--- src/rtl/multi_bank_switch_if.sv ---
// Camera/DDR frame-bank switch interface: frame-event inputs toward the switch, bank selects and pulses back.
// master = the frame source/sink side driving events; slave = the bank switch.
interface multi_bank_switch_if #(
    parameter int BANK_W = 2
);
    logic              bank_valid;
    logic              frame_write_done;
    logic              frame_read_done;
    logic              data_valid;
    logic [BANK_W-1:0] wr_bank;
    logic [BANK_W-1:0] rd_bank;
    logic              wr_load;
    logic              rd_load;
    logic              frame_drop;
    logic              repeat_frame;
    logic [7:0]        drop_cnt;

    modport master (
        output bank_valid, frame_write_done, frame_read_done, data_valid,
        input  wr_bank, rd_bank, wr_load, rd_load, frame_drop, repeat_frame, drop_cnt
    );

    modport slave (
        input  bank_valid, frame_write_done, frame_read_done, data_valid,
        output wr_bank, rd_bank, wr_load, rd_load, frame_drop, repeat_frame, drop_cnt
    );
endinterface

--- src/rtl/multi_bank_switch.sv ---
// Rotates writer/reader DDR frame banks; all outputs registered, bank changes land on the commit/exit edge.
// No backpressure: the writer overwrites an unread frame (frame_drop) and the reader repeats when nothing new is ready.
module multi_bank_switch #(
    parameter int BANK_NUM = 3,
    parameter int BANK_W   = 2
) (
    input  logic               clk,
    input  logic               rst_n,
    multi_bank_switch_if.slave sw
);
    typedef enum logic [2:0] {
        LOAD0     = 3'd0,
        LOAD1     = 3'd1,
        LOAD2     = 3'd2,
        WAIT_EDGE = 3'd3,
        WAIT_DONE = 3'd4
    } st_e;

    st_e               wr_st_q, wr_st_d, rd_st_q, rd_st_d;
    logic              sync1_q, sync2_q, edge_flag;
    logic [BANK_W-1:0] wr_bank_q, wr_bank_d, rd_bank_q, rd_bank_d, latest_q, latest_d;
    logic              fresh_q, fresh_d;
    logic              wr_load_q, wr_load_d, rd_load_q, rd_load_d;
    logic              drop_q, drop_d, repeat_q, repeat_d;
    logic [7:0]        drop_cnt_q, drop_cnt_d;
    logic              wr_commit, rd_exit, rd_take;
    logic [BANK_W-1:0] rd_bank_nxt, wr_bank_pick, cand;
    logic [BANK_W:0]   cand_sum;
    logic              found;

    assign edge_flag = sync2_q & ~sync1_q;

    always_ff @(posedge clk or negedge rst_n) begin
        if (!rst_n) begin
            wr_st_q    <= LOAD0;
            rd_st_q    <= LOAD0;
            sync1_q    <= 1'b0;
            sync2_q    <= 1'b0;
            wr_bank_q  <= '0;
            rd_bank_q  <= BANK_W'(BANK_NUM - 1);
            latest_q   <= BANK_W'(BANK_NUM - 1);
            fresh_q    <= 1'b0;
            wr_load_q  <= 1'b0;
            rd_load_q  <= 1'b0;
            drop_q     <= 1'b0;
            repeat_q   <= 1'b0;
            drop_cnt_q <= '0;
        end else begin
            wr_st_q    <= wr_st_d;
            rd_st_q    <= rd_st_d;
            sync1_q    <= sw.bank_valid;
            sync2_q    <= sync1_q;
            wr_bank_q  <= wr_bank_d;
            rd_bank_q  <= rd_bank_d;
            latest_q   <= latest_d;
            fresh_q    <= fresh_d;
            wr_load_q  <= wr_load_d;
            rd_load_q  <= rd_load_d;
            drop_q     <= drop_d;
            repeat_q   <= repeat_d;
            drop_cnt_q <= drop_cnt_d;
        end
    end

    always_comb begin
        wr_st_d = LOAD0;
        case (wr_st_q)
            LOAD0:     wr_st_d = LOAD1;
            LOAD1:     wr_st_d = LOAD2;
            LOAD2:     wr_st_d = WAIT_EDGE;
            WAIT_EDGE: wr_st_d = edge_flag ? WAIT_DONE : WAIT_EDGE;
            WAIT_DONE: wr_st_d = sw.frame_write_done ? LOAD0 : WAIT_DONE;
            default:   wr_st_d = LOAD0;
        endcase
    end

    always_comb begin
        rd_st_d = LOAD0;
        case (rd_st_q)
            LOAD0:     rd_st_d = LOAD1;
            LOAD1:     rd_st_d = LOAD2;
            LOAD2:     rd_st_d = WAIT_EDGE;
            WAIT_EDGE: rd_st_d = edge_flag ? WAIT_DONE : WAIT_EDGE;
            WAIT_DONE: rd_st_d = (sw.frame_read_done && !sw.data_valid) ? LOAD0 : WAIT_DONE;
            default:   rd_st_d = LOAD0;
        endcase
    end

    // Load pulses are registered from the next state so they coincide with LOAD2.
    always_comb begin
        wr_load_d = (wr_st_d == LOAD2);
        rd_load_d = (rd_st_d == LOAD2);
        wr_commit = (wr_st_q == WAIT_DONE) && sw.frame_write_done;
        rd_exit   = (rd_st_q == WAIT_DONE) && sw.frame_read_done && !sw.data_valid;
    end

    // A same-edge read takeover happens first, so the writer avoids the reader's new bank.
    assign rd_take     = rd_exit & fresh_q;
    assign rd_bank_nxt = rd_take ? latest_q : rd_bank_q;

    always_comb begin
        wr_bank_pick = wr_bank_q;
        found        = 1'b0;
        cand_sum     = '0;
        cand         = '0;
        for (int k = 1; k <= BANK_NUM; k++) begin
            cand_sum = {1'b0, wr_bank_q} + (BANK_W+1)'(k);
            if (cand_sum >= (BANK_W+1)'(BANK_NUM))
                cand_sum = cand_sum - (BANK_W+1)'(BANK_NUM);
            cand = cand_sum[BANK_W-1:0];
            if (!found && (cand != rd_bank_nxt) && ((BANK_NUM < 3) || (cand != wr_bank_q))) begin
                wr_bank_pick = cand;
                found        = 1'b1;
            end
        end
    end

    always_comb begin
        rd_bank_d  = rd_bank_nxt;
        wr_bank_d  = wr_commit ? wr_bank_pick : wr_bank_q;
        latest_d   = wr_commit ? wr_bank_q : latest_q;
        fresh_d    = wr_commit ? 1'b1 : (rd_take ? 1'b0 : fresh_q);
        drop_d     = wr_commit & fresh_q & ~rd_take;
        repeat_d   = rd_exit & ~fresh_q;
        drop_cnt_d = (drop_d && (drop_cnt_q != 8'hFF)) ? drop_cnt_q + 8'd1 : drop_cnt_q;
    end

    assign sw.wr_bank      = wr_bank_q;
    assign sw.rd_bank      = rd_bank_q;
    assign sw.wr_load      = wr_load_q;
    assign sw.rd_load      = rd_load_q;
    assign sw.frame_drop   = drop_q;
    assign sw.repeat_frame = repeat_q;
    assign sw.drop_cnt     = drop_cnt_q;
endmodule

--- src/flat_wrapper.sv ---
// flat-port wrapper written by rule: the top's interface ports become plain ports
module multi_bank_switch_flat 
#(
    parameter int BANK_NUM = 3,
    parameter int BANK_W   = 2
)
  (clk, rst_n, sw_bank_valid, sw_frame_write_done, sw_frame_read_done, sw_data_valid, sw_wr_bank, sw_rd_bank, sw_wr_load, sw_rd_load, sw_frame_drop, sw_repeat_frame, sw_drop_cnt);
  multi_bank_switch_if #(.BANK_W(BANK_W)) sw_i ();
  input  logic clk;
  input  logic rst_n;
  input wire logic [$bits(sw_i.bank_valid)-1:0] sw_bank_valid;
  input wire logic [$bits(sw_i.frame_write_done)-1:0] sw_frame_write_done;
  input wire logic [$bits(sw_i.frame_read_done)-1:0] sw_frame_read_done;
  input wire logic [$bits(sw_i.data_valid)-1:0] sw_data_valid;
  output wire logic [$bits(sw_i.wr_bank)-1:0] sw_wr_bank;
  output wire logic [$bits(sw_i.rd_bank)-1:0] sw_rd_bank;
  output wire logic [$bits(sw_i.wr_load)-1:0] sw_wr_load;
  output wire logic [$bits(sw_i.rd_load)-1:0] sw_rd_load;
  output wire logic [$bits(sw_i.frame_drop)-1:0] sw_frame_drop;
  output wire logic [$bits(sw_i.repeat_frame)-1:0] sw_repeat_frame;
  output wire logic [$bits(sw_i.drop_cnt)-1:0] sw_drop_cnt;
  assign sw_i.bank_valid = sw_bank_valid;
  assign sw_i.frame_write_done = sw_frame_write_done;
  assign sw_i.frame_read_done = sw_frame_read_done;
  assign sw_i.data_valid = sw_data_valid;
  assign sw_wr_bank = sw_i.wr_bank;
  assign sw_rd_bank = sw_i.rd_bank;
  assign sw_wr_load = sw_i.wr_load;
  assign sw_rd_load = sw_i.rd_load;
  assign sw_frame_drop = sw_i.frame_drop;
  assign sw_repeat_frame = sw_i.repeat_frame;
  assign sw_drop_cnt = sw_i.drop_cnt;
  multi_bank_switch #(.BANK_NUM(BANK_NUM), .BANK_W(BANK_W)) u_core (.clk(clk), .rst_n(rst_n), .sw(sw_i));
endmodule
--- config.mk ---
export PLATFORM = sky130hd
export DESIGN_NAME = multi_bank_switch_flat
export DESIGN_NICKNAME = d
export VERILOG_FILES = /design/src/rtl/multi_bank_switch_if.sv /design/src/rtl/multi_bank_switch.sv /design/src/flat_wrapper.sv
export SDC_FILE = /design/constraint.sdc
export NUM_CORES = 1
export LEC_CHECK = 0
export BUFFER_PORTS_ARGS = -buffer_cell sky130_fd_sc_hd__buf_2
export CAP_MARGIN = 20
export CORE_UTILIZATION = 51
export CTS_BUF_LIST = sky130_fd_sc_hd__clkbuf_16
export CTS_CLUSTER_DIAMETER = 60
export DETAILED_ROUTE_END_ITERATION = 7
export GPL_TIMING_DRIVEN = 0
export PLACE_DENSITY = 0.75
export SLEW_MARGIN = 0
export SYNTH_ARGS = -nofsm -noshare
export SYNTH_HDL_FRONTEND = slang
export SYNTH_SLANG_ARGS = --single-unit
--- constraint.sdc ---
create_clock -name clk -period 2.21 [get_ports clk]
set_input_delay 0.1105 -clock clk [delete_from_list [all_inputs] [get_ports clk]]
set_output_delay 0.1105 -clock clk [all_outputs]
set_load 0.05 [all_outputs]
After elaboration in Yosys (flattened, before gate mapping)
Index checks and enable logic that the tools add are counted.
Widths: inputs -> output; s select.
{"block": "op_classes", "n_eq_ne": 17, "n_reduce_logical": 18, "magnitude_cmp": 3, "bitwise": 8, "addsub": 7, "n_mux": 16}
{"operator": "$pmux 3 s5", "count": 2}
{"operator": "$eq 3x2->1 const B", "count": 6}
{"operator": "$mux 2", "count": 7}
{"operator": "$ne 2x2->1", "count": 6}
{"operator": "$logic_and 1x1->1", "count": 10}
{"operator": "$ge 3x2->1 const B", "count": 3}
{"operator": "$mux 3", "count": 3}
{"operator": "$add 8x1->8 const B", "count": 1}
{"operator": "$ne 8x8->1 const B", "count": 1}
{"operator": "$add 2x2->3 const B", "count": 2}
{"operator": "$eq 3x1->1 const B", "count": 2}
{"operator": "$eq 3x3->1 const B", "count": 2}
{"operator": "$logic_not 3->1", "count": 2}
{"operator": "$sub 2x2->2 const B", "count": 3}
{"operator": "$and 1x1->1", "count": 5}
{"operator": "$mux 1", "count": 4}
{"operator": "$add 2x1->3 const B", "count": 1}
{"operator": "$logic_not 1->1", "count": 3}
{"operator": "$not 1->1", "count": 3}
{"operator": "$reduce_bool 3->1", "count": 1}
{"operator": "$reduce_and 2->1", "count": 1}
{"operator": "$reduce_bool 2->1", "count": 1}
{"block": "word_totals", "word_cells": 82, "input_bits": 6, "out_inout_bits": 16, "regBits": 27}

Longest topological paths before layout
Gate-level depths: netlist of run 1.
{"block": "depth", "word_depth": 17, "depth_mapped": 11, "depth_no_buf": 8}

Least setup slack after synthesis of run 1
OpenSTA, ideal clock, no wires.
{"block": "synth_timing", "kind": "reg-to-reg", "from": "reg u_core.wr_bank_q[0] (netlist: u_core.sw.wr_bank[0])", "to": "reg u_core.wr_bank_q[1] (netlist: u_core.sw.wr_bank[1])", "path_slack_ns": -0.386, "arrival_time_ns": 2.462, "required_time_ns": 2.076, "stages_incl_launch_ff": 12, "synth_period_minus_slack_ns": 2.596, "setup_time_ns": 0.134, "path_buffers": 3, "cell_sequence": "dfrtp_1 -> buf_2 -> inv_1 -> ha_1 -> buf_2 -> buf_2 -> a211oi_1 -> a311oi_1 -> mux2i_1 -> nand2_2 -> a41oi_1 -> o211ai_2"}
{"block": "synth_via", "elab_chain_len": 15, "word_cells_on_any_way": 32, "classes_between": "add/sub: 6; order compare: 3; eq/ne: 6; mux: 8; reduce/logical: 9"}
{"element": "from (decl)", "line_no": "multi_bank_switch.sv:21", "rtl": "logic [BANK_W-1:0] wr_bank_q, wr_bank_d, rd_bank_q, rd_bank_d, latest_q, latest_d;"}
{"element": "from (signal assigned)", "line_no": "multi_bank_switch.sv:53", "rtl": "wr_bank_q <= wr_bank_d;"}
{"element": "$add 2x1->3", "line_no": "multi_bank_switch.sv:107", "rtl": "cand_sum = {1'b0, wr_bank_q} + (BANK_W+1)'(k);"}
{"element": "$ge 3x2->1 or $sub 2x2->2 (tied branches)", "line_no": "multi_bank_switch.sv:108, multi_bank_switch.sv:109"}
{"element": "$mux 2", "line_no": "multi_bank_switch.sv:108", "rtl": "if (cand_sum >= (BANK_W+1)'(BANK_NUM))"}
{"element": "$ne 2x2->1", "line_no": "multi_bank_switch.sv:111", "rtl": "if (!found && (cand != rd_bank_nxt) && ((BANK_NUM < 3) || (cand != wr_bank_q))) begin"}
{"element": "$logic_and 1x1->1", "line_no": "multi_bank_switch.sv:111"}
{"element": "$mux 1", "line_no": "multi_bank_switch.sv:111"}
{"element": "$logic_not 1->1", "line_no": "multi_bank_switch.sv:111"}
{"element": "$logic_and 1x1->1 (2 in a row)", "line_no": "multi_bank_switch.sv:111"}
{"element": "$mux 1", "line_no": "multi_bank_switch.sv:111"}
{"element": "$logic_not 1->1", "line_no": "multi_bank_switch.sv:111"}
{"element": "$logic_and 1x1->1 (2 in a row)", "line_no": "multi_bank_switch.sv:111"}
{"element": "$reduce_bool 3->1 (no source line)"}
{"element": "$reduce_and 2->1 (no source line)"}
Several ways; a longest one is shown, not always the timed one. The select of a mux whose other input is x is not followed.
A chain may end at the register's enable or synchronous reset.

Final worst setup path of run 1
Ends and elaborated chain as after synthesis.

==> results.py, run 1 <==
metrics = {
    "clock_network": {
        "clkTransAtPathRegs_ns": 0.06,
        "cts.htree.levels": 1,
        "clockRootBuffer": "clkbuf_16",
        "cts_tree": "built",
        "cts_num_sinks": 27,
        "numCtsBuffers": 3,
        "clock_latency_ns": 0.26,
        "cts.path.max_buffers": 2,
    },
    "placement": {
        "hpwl_mm": 2.23,
        "port_buffers": 21,
        "preCtsSetupSlack_ns": 0.00294,
        "gp_congestion": 0.891,
        "placed_area_sq_um": 1770,
    },
    "synthesis": {
        "synth_edf_count": 0,
        "synthTopCellsByArea": "dfrtp_1 40%, ha_1 4.0%, xor2_1 3.9%",
        "syn_inst": 151,
        "synthFlopType": "dfrtp_1",
        "synth_seq_cells": 27,
        "yosysTopAreaCell": "dfrtp_1",
        "synth-seq-area-share": 0.436,
        "synth_cell_types": 40,
        "ys_async_sr_fraction": 1.00,
        "synthesis.area_sq_um": 1550,
        "synth_fp_nets": 162,
        "avgSynthCellArea_sq_um": 10.3,
        "synth_top_cell_area_share": 0.403,
        "yosysWarnings": 0,
    },
    "floorplanning": {
        "coreArea_sq_um": 2830,
        "die_area_sq_um": 3270,
        "initial_core_util": 0.549,
        "rows": 19,
        "pin_count": 22,
        "fp.dieH_um": 57.2,
        "dieWidth_um": 57.2,
    },
    "min_path": {
        "holdCritStartpoint": "sw_frame_write_done",
        "hold_depth": 2,
        "hold_path_class": "in2reg",
    },
    "timing": {
        "worst_pin_slew_ns": 0.588,
        "clock-skew-final_ns": 0.00186,
        "finalCriticalPeriod_ns": 2.12,
        "hold_viol_final": 0,
        "clock.fmax_mhz": 471,
        "drv_slew": 0,
        "max_slew_margin": 0.608,
        "worst_hold_slack_ns": 0.0617,
        "worst_slack_ns": 0.0883,
        "period_share": 0.960,
        "rsz0062_at_grt": "true",
        "finalSetupViolations": 0,
    },
    "worst_setup_path": {
        "end_kind": "register",
        "arrival_ns": 2.25,
        "r2r_end": "u_core.sw.wr_bank[1]",
        "timing.reg2reg.setup_slack_ns": 0.09,
        "crit_end": "u_core.sw.wr_bank[1]",
        "reg2reg_depth": 10,
        "r2r_start": "u_core.sw.wr_bank[0]",
        "required_ns": 2.34,
        "criticalPathCategory": "reg2reg",
        "cp-start-kind": "register",
        "startpoint": "u_core.sw.wr_bank[0]",
        "worst-path-max-fanout": 9,
    },
    "run_status": {
        "violations": "design-rule violations",
        "outcome": "complete, but fails checks",
    },
    "finish": {
        "fin_util": 0.681,
        "antenna_cells": 0,
        "drive_above_1_share": 0.331,
        "final_area_sq_um": 1930,
        "nNetsFinal": 193,
        "areaGrowthSynthToFinish_pct": 24.0,
        "final_cell_mix": "23 x buf_2, 23 x dfrtp_1, 15 x nand2_1",
    },
    "global_routing": {
        "grt_overflow_total": 0,
        "grt_pass1_wl_mm": 5.49,
        "grt_pass1_vias": 1216,
        "antenna_found_initial": 0,
        "grt_usage": 0.214,
        "grt_max_degree": 28,
    },
    "power": {
        "powerDensity_nw_per_um2": 1490,
        "p_leak_nw": 0.900,
        "peakVddDrop_uv": 996,
        "total_power_mw": 2.88,
    },
    "route": {
        "wl_per_cell_um": 14.8,
        "drc": 3,
        "vias_per_cell": 5.75,
        "drtIter0Drc": 46,
        "vias": 1219,
        "drtAntennaViolNets": 0,
        "postRouteWirelength_mm": 3.13,
        "drt_pass1_iterations": 6,
    },
    "job": {
        "maxCapViolations": 0,
    },
}
-- power breakdown --
group          total (mW)  internal (mW)  switching (mW)
Combinational        1.73          0.725            1.00
Sequential          0.739          0.626           0.113
Clock               0.411          0.246           0.166
Total                2.88           1.60            1.28
-- cell families (layout without fill, tap and decap cells) --
group / after synthesis / in the layout / share of synthesized area
flip-flops: 27 / 27 / 0.436
buffers and inverters: 11 / 41 / 0.0314
AO/OA/AOI/OAI: 32 / 32 / 0.163
multiplexers: 7 / 7 / 0.0531
XOR/XNOR: 13 / 13 / 0.0733
adder cells (fa/ha/maj): 5 / 5 / 0.0403
AND/OR/NAND/NOR: 56 / 56 / 0.203
-- how the worst min path moves through the flow --
stage                           end  slack [ns]
5_1_grt           u_core.wr_st_q[2]        0.07
2_1_floorplan        u_core.fresh_q       -0.19
3_3_place_gp      u_core.sw.rd_load        0.14
3_5_place_dp   u_core.sw.frame_drop        0.15
6_report          u_core.wr_st_q[2]        0.06
4_1_cts           u_core.wr_st_q[2]        0.05
-- cells in the mapped netlist (all sizes together) (2+ instances only) --
master / count
nor2b: 5
clkbuf: 2
a311oi: 5
nor2: 8
a21oi: 6
mux2i: 3
xor2: 7
and3: 4
xnor2: 6
o22ai: 3
dfrtp: 25
o211ai: 3
o21ai: 5
a211oi: 6
nand4: 6
inv: 3
nand2b: 7
dfstp: 2
nor3: 4
ha: 5
nand2: 16
buf: 6
mux2: 4
-- repair_timing --
item	4_1_cts	5_1_grt
endpoints found under the setup margin	1	2
hold buffers	2	0
gates resized for setup	2	8
hold endpoints to repair	26	0
buffers inserted	3	1
pin swaps	2	4
-- per-layer routing --
| layer | track usage | vias up | part of all wire |
|---|---|---|---|
| met3 | 0.0340 | 4 | 0.055 |
| li1 | - | 605 | - |
| met4 | 0.0314 | 0 | 0.0054 |
| met2 | 0.373 | 38 | 0.49 |
| met1 | 0.289 | 572 | 0.45 |
| met5 | 0 | - | 0 |
-- per-stage QoR --
stage                     cells  TNS [ns]
final                       212         0
after global routing        212   -0.0310
after CTS                   212         0
after detailed placement    203         0
after global placement      203         0
after floorplan             151         0
-- worst max-delay path, cell delays in order (launching register included) --
cell and delay (ns):
dfrtp_2 0.43, buf_8 0.14, inv_6 0.07, ha_4 0.24
buf_8 0.15, a211oi_4 0.21, a311oi_2 0.07, mux2i_2 0.25
nand2_2 0.14, mux2i_1 0.21, o211ai_2 0.10
-- sequential cells by signal, summed over array words and instances, names as in the netlist, 2 cells and up --
signal,cells
u_core.sw.drop_cnt,8
u_core.wr_st_q,3
u_core.sw.wr_bank,2
u_core.sw.rd_bank,2
u_core.latest_q,2
u_core.rd_st_q,3
-- area by class of cell --
| cell class | instances | area, sq um |
|---|---|---|
| plain buffers | 7 | 58.8 |
| clock buffers | 3 | 75.1 |
| multi-input cells | 113 | 892 |
| fillers | 206 | 902 |
| inverters | 3 | 18.8 |
| flip-flops and latches | 27 | 681 |
| well taps | 31 | 38.8 |
| clock inverters | 1 | 7.51 |
| repair buffers | 27 | 155 |
Note: power is estimated with default switching activity, not from simulation.
==> run 2: changes to the inputs <==
--- a/constraint.sdc
+++ b/constraint.sdc
@@ -3,2 +3,2 @@
 set_output_delay 0.1105 -clock clk [all_outputs]
-set_load 0.05 [all_outputs]
+set_load 0.005 [all_outputs]
==> results.py, run 2 (synthesized netlist as in run 1, its figures left out) <==
metrics = {
    "min_path": {
        "min_to": "u_core.wr_st_q[2]",
        "hold_depth": 2,
        "hold_path_class": "in2reg",
        "holdCritStartpoint": "sw_frame_write_done",
    },
    "finish": {
        "largest_reg_flops": 8,
        "antenna_cells": 0,
        "final_area_sq_um": 1950,
        "fin_util": 0.690,
        "drive_above_1_share": 0.333,
        "layout_commonest_cell": "dfrtp_1",
        "final_cell_mix": "25 x dfrtp_1, 24 x buf_2, 15 x nand2_1",
        "instances_no_fill": 220,
        "areaGrowthSynthToFinish_pct": 25.6,
        "nNetsFinal": 201,
    },
    "timing": {
        "hold_viol_final": 0,
        "finalSetupViolations": 0,
        "clock-skew-final_ns": 0.00239,
        "drv_slew": 0,
        "period_share": 0.975,
        "finalCriticalPeriod_ns": 2.15,
        "max_slew_margin": 0.614,
        "worst_pin_slew_ns": 0.579,
        "worst_hold_slack_ns": 0.0718,
        "clock.fmax_mhz": 464,
    },
    "worst_setup_path": {
        "cp-start-kind": "register",
        "critical-path-max-stage-delay_ns": 0.38,
        "path_buf_inv": 4,
        "timing.reg2reg.setup_slack_ns": 0.06,
        "required_ns": 2.34,
        "r2r_start": "u_core.sw.wr_bank[1]",
        "end_kind": "register",
        "crit_cells": 11,
        "worstPathCellList": "buf_6, inv_4, ha_4, buf_6, buf_8, a211oi_2, a311oi_1, mux2i_1, nand2_2, mux2i_1, o211ai_2",
        "arrival_ns": 2.29,
        "criticalPathCategory": "reg2reg",
        "critPathSlowestCell": "dfrtp_1",
        "critical_path.top_delay_family": "buffers and inverters",
        "reg2reg_depth": 11,
        "worst-path-max-fanout": 10,
        "r2r_end": "u_core.sw.wr_bank[1]",
    },
    "global_routing": {
        "grt_overflow_total": 0,
        "grt_pass1_wl_mm": 5.51,
        "gr-max-usage-layer": "met2",
        "grt_usage": 0.215,
        "grt_pass1_vias": 1189,
        "antenna_found_initial": 0,
        "globalRouteMet2Util": 0.365,
        "gr-usage-met3": 0.0408,
        "grt_max_degree": 28,
        "met1_usage": 0.295,
    },
    "route": {
        "wl_per_cell_um": 15.1,
        "drtIter0Drc": 51,
        "vias": 1287,
        "drtAntennaViolNets": 0,
        "drt_pass1_iterations": 6,
        "vias_per_cell": 5.85,
        "postRouteWirelength_mm": 3.33,
        "drc": 3,
    },
    "clock_network": {
        "clock_latency_ns": 0.26,
        "clkTransAtPathRegs_ns": 0.06,
        "clockRootBuffer": "clkbuf_16",
        "cts_tree": "built",
        "cts_num_sinks": 27,
        "cts.htree.levels": 1,
        "cts.path.max_buffers": 2,
        "numCtsBuffers": 3,
    },
    "placement": {
        "hpwl_mm": 2.18,
        "placed_cells": 203,
        "gp_congestion": 0.867,
        "placed_area_sq_um": 1700,
        "port_buffers": 21,
    },
    "run_status": {
        "outcome": "complete, but fails checks",
        "violations": "design-rule violations",
    },
    "floorplanning": {
        "dieWidth_um": 57.2,
        "coreArea_sq_um": 2830,
        "fp.dieH_um": 57.2,
        "pin_count": 22,
        "rows": 19,
        "die_area_sq_um": 3270,
        "initial_core_util": 0.549,
    },
    "power": {
        "total_power_mw": 2.69,
        "p_leak_nw": 0.933,
        "peakVddDrop_uv": 782,
        "powerDensity_nw_per_um2": 1380,
    },
    "job": {
        "maxCapViolations": 0,
    },
}
-- run 2: cell types whose count changed in the layout (fill, tap and decap cells not counted), sizes merged --
cell,delta
buf,+8
-- run 2: repair_timing --
item | CTS | global route
setup endpoints to repair | 2 | 2
buffers inserted | 2 | 8
pin swaps | 2 | 2
gates resized for setup | 12 | 6
endpoints found under the hold margin | 26 | 0
cloned | 0 | 1
hold buffers | 2 | 0
-- run 2: area by class of cell --
class | instances | area, sq um
plain buffers | 8 | 66.3
clock buffers | 3 | 75.1
clock inverters | 1 | 7.51
fillers | 202 | 877
inverters | 3 | 16.3
multi-input cells | 113 | 865
flip-flops and latches | 27 | 678
well taps | 31 | 38.8
repair buffers | 34 | 205
-- run 2: how the worst max path moves through the flow --
stage | start | end | slack (ns)
after CTS | u_core.sw.wr_bank[1] | u_core.sw.wr_bank[1] | 0.005
after detailed placement | u_core.sw.wr_bank[1] | u_core.sw.wr_bank[1] | -0.26
after global placement | u_core.sw.wr_bank[0] | u_core.sw.wr_bank[1] | -0.21
after floorplan | u_core.sw.wr_bank[0] | u_core.sw.wr_bank[1] | 0.003
after global routing | u_core.sw.wr_bank[0] | u_core.sw.wr_bank[1] | -0.008
final | u_core.sw.wr_bank[1] | u_core.sw.wr_bank[1] | 0.06
-- run 2: routing by layer --
layer,up-vias,routed length (um)
met5,-,0
met4,0,39
met3,6,166
met2,45,1720
met1,617,1410
li1,619,-
-- run 2: power by group --
part / internal [mW] / switching [mW] / total (mW) / leakage [nW]
logic: 0.732 / 0.816 / 1.55 / 0.556
registers: 0.623 / 0.110 / 0.733 / 0.340
clock network: 0.246 / 0.165 / 0.411 / 0.0371
-- run 2: stage by stage --
step / setup slack, ns / TNS (ns)
CTS: 0.00459 / 0
detailed placement: -0.257 / -0.465
finish: 0.0558 / 0
floorplan: 0.00328 / 0
global placement: -0.206 / -0.344
global route: -0.00837 / -0.00837
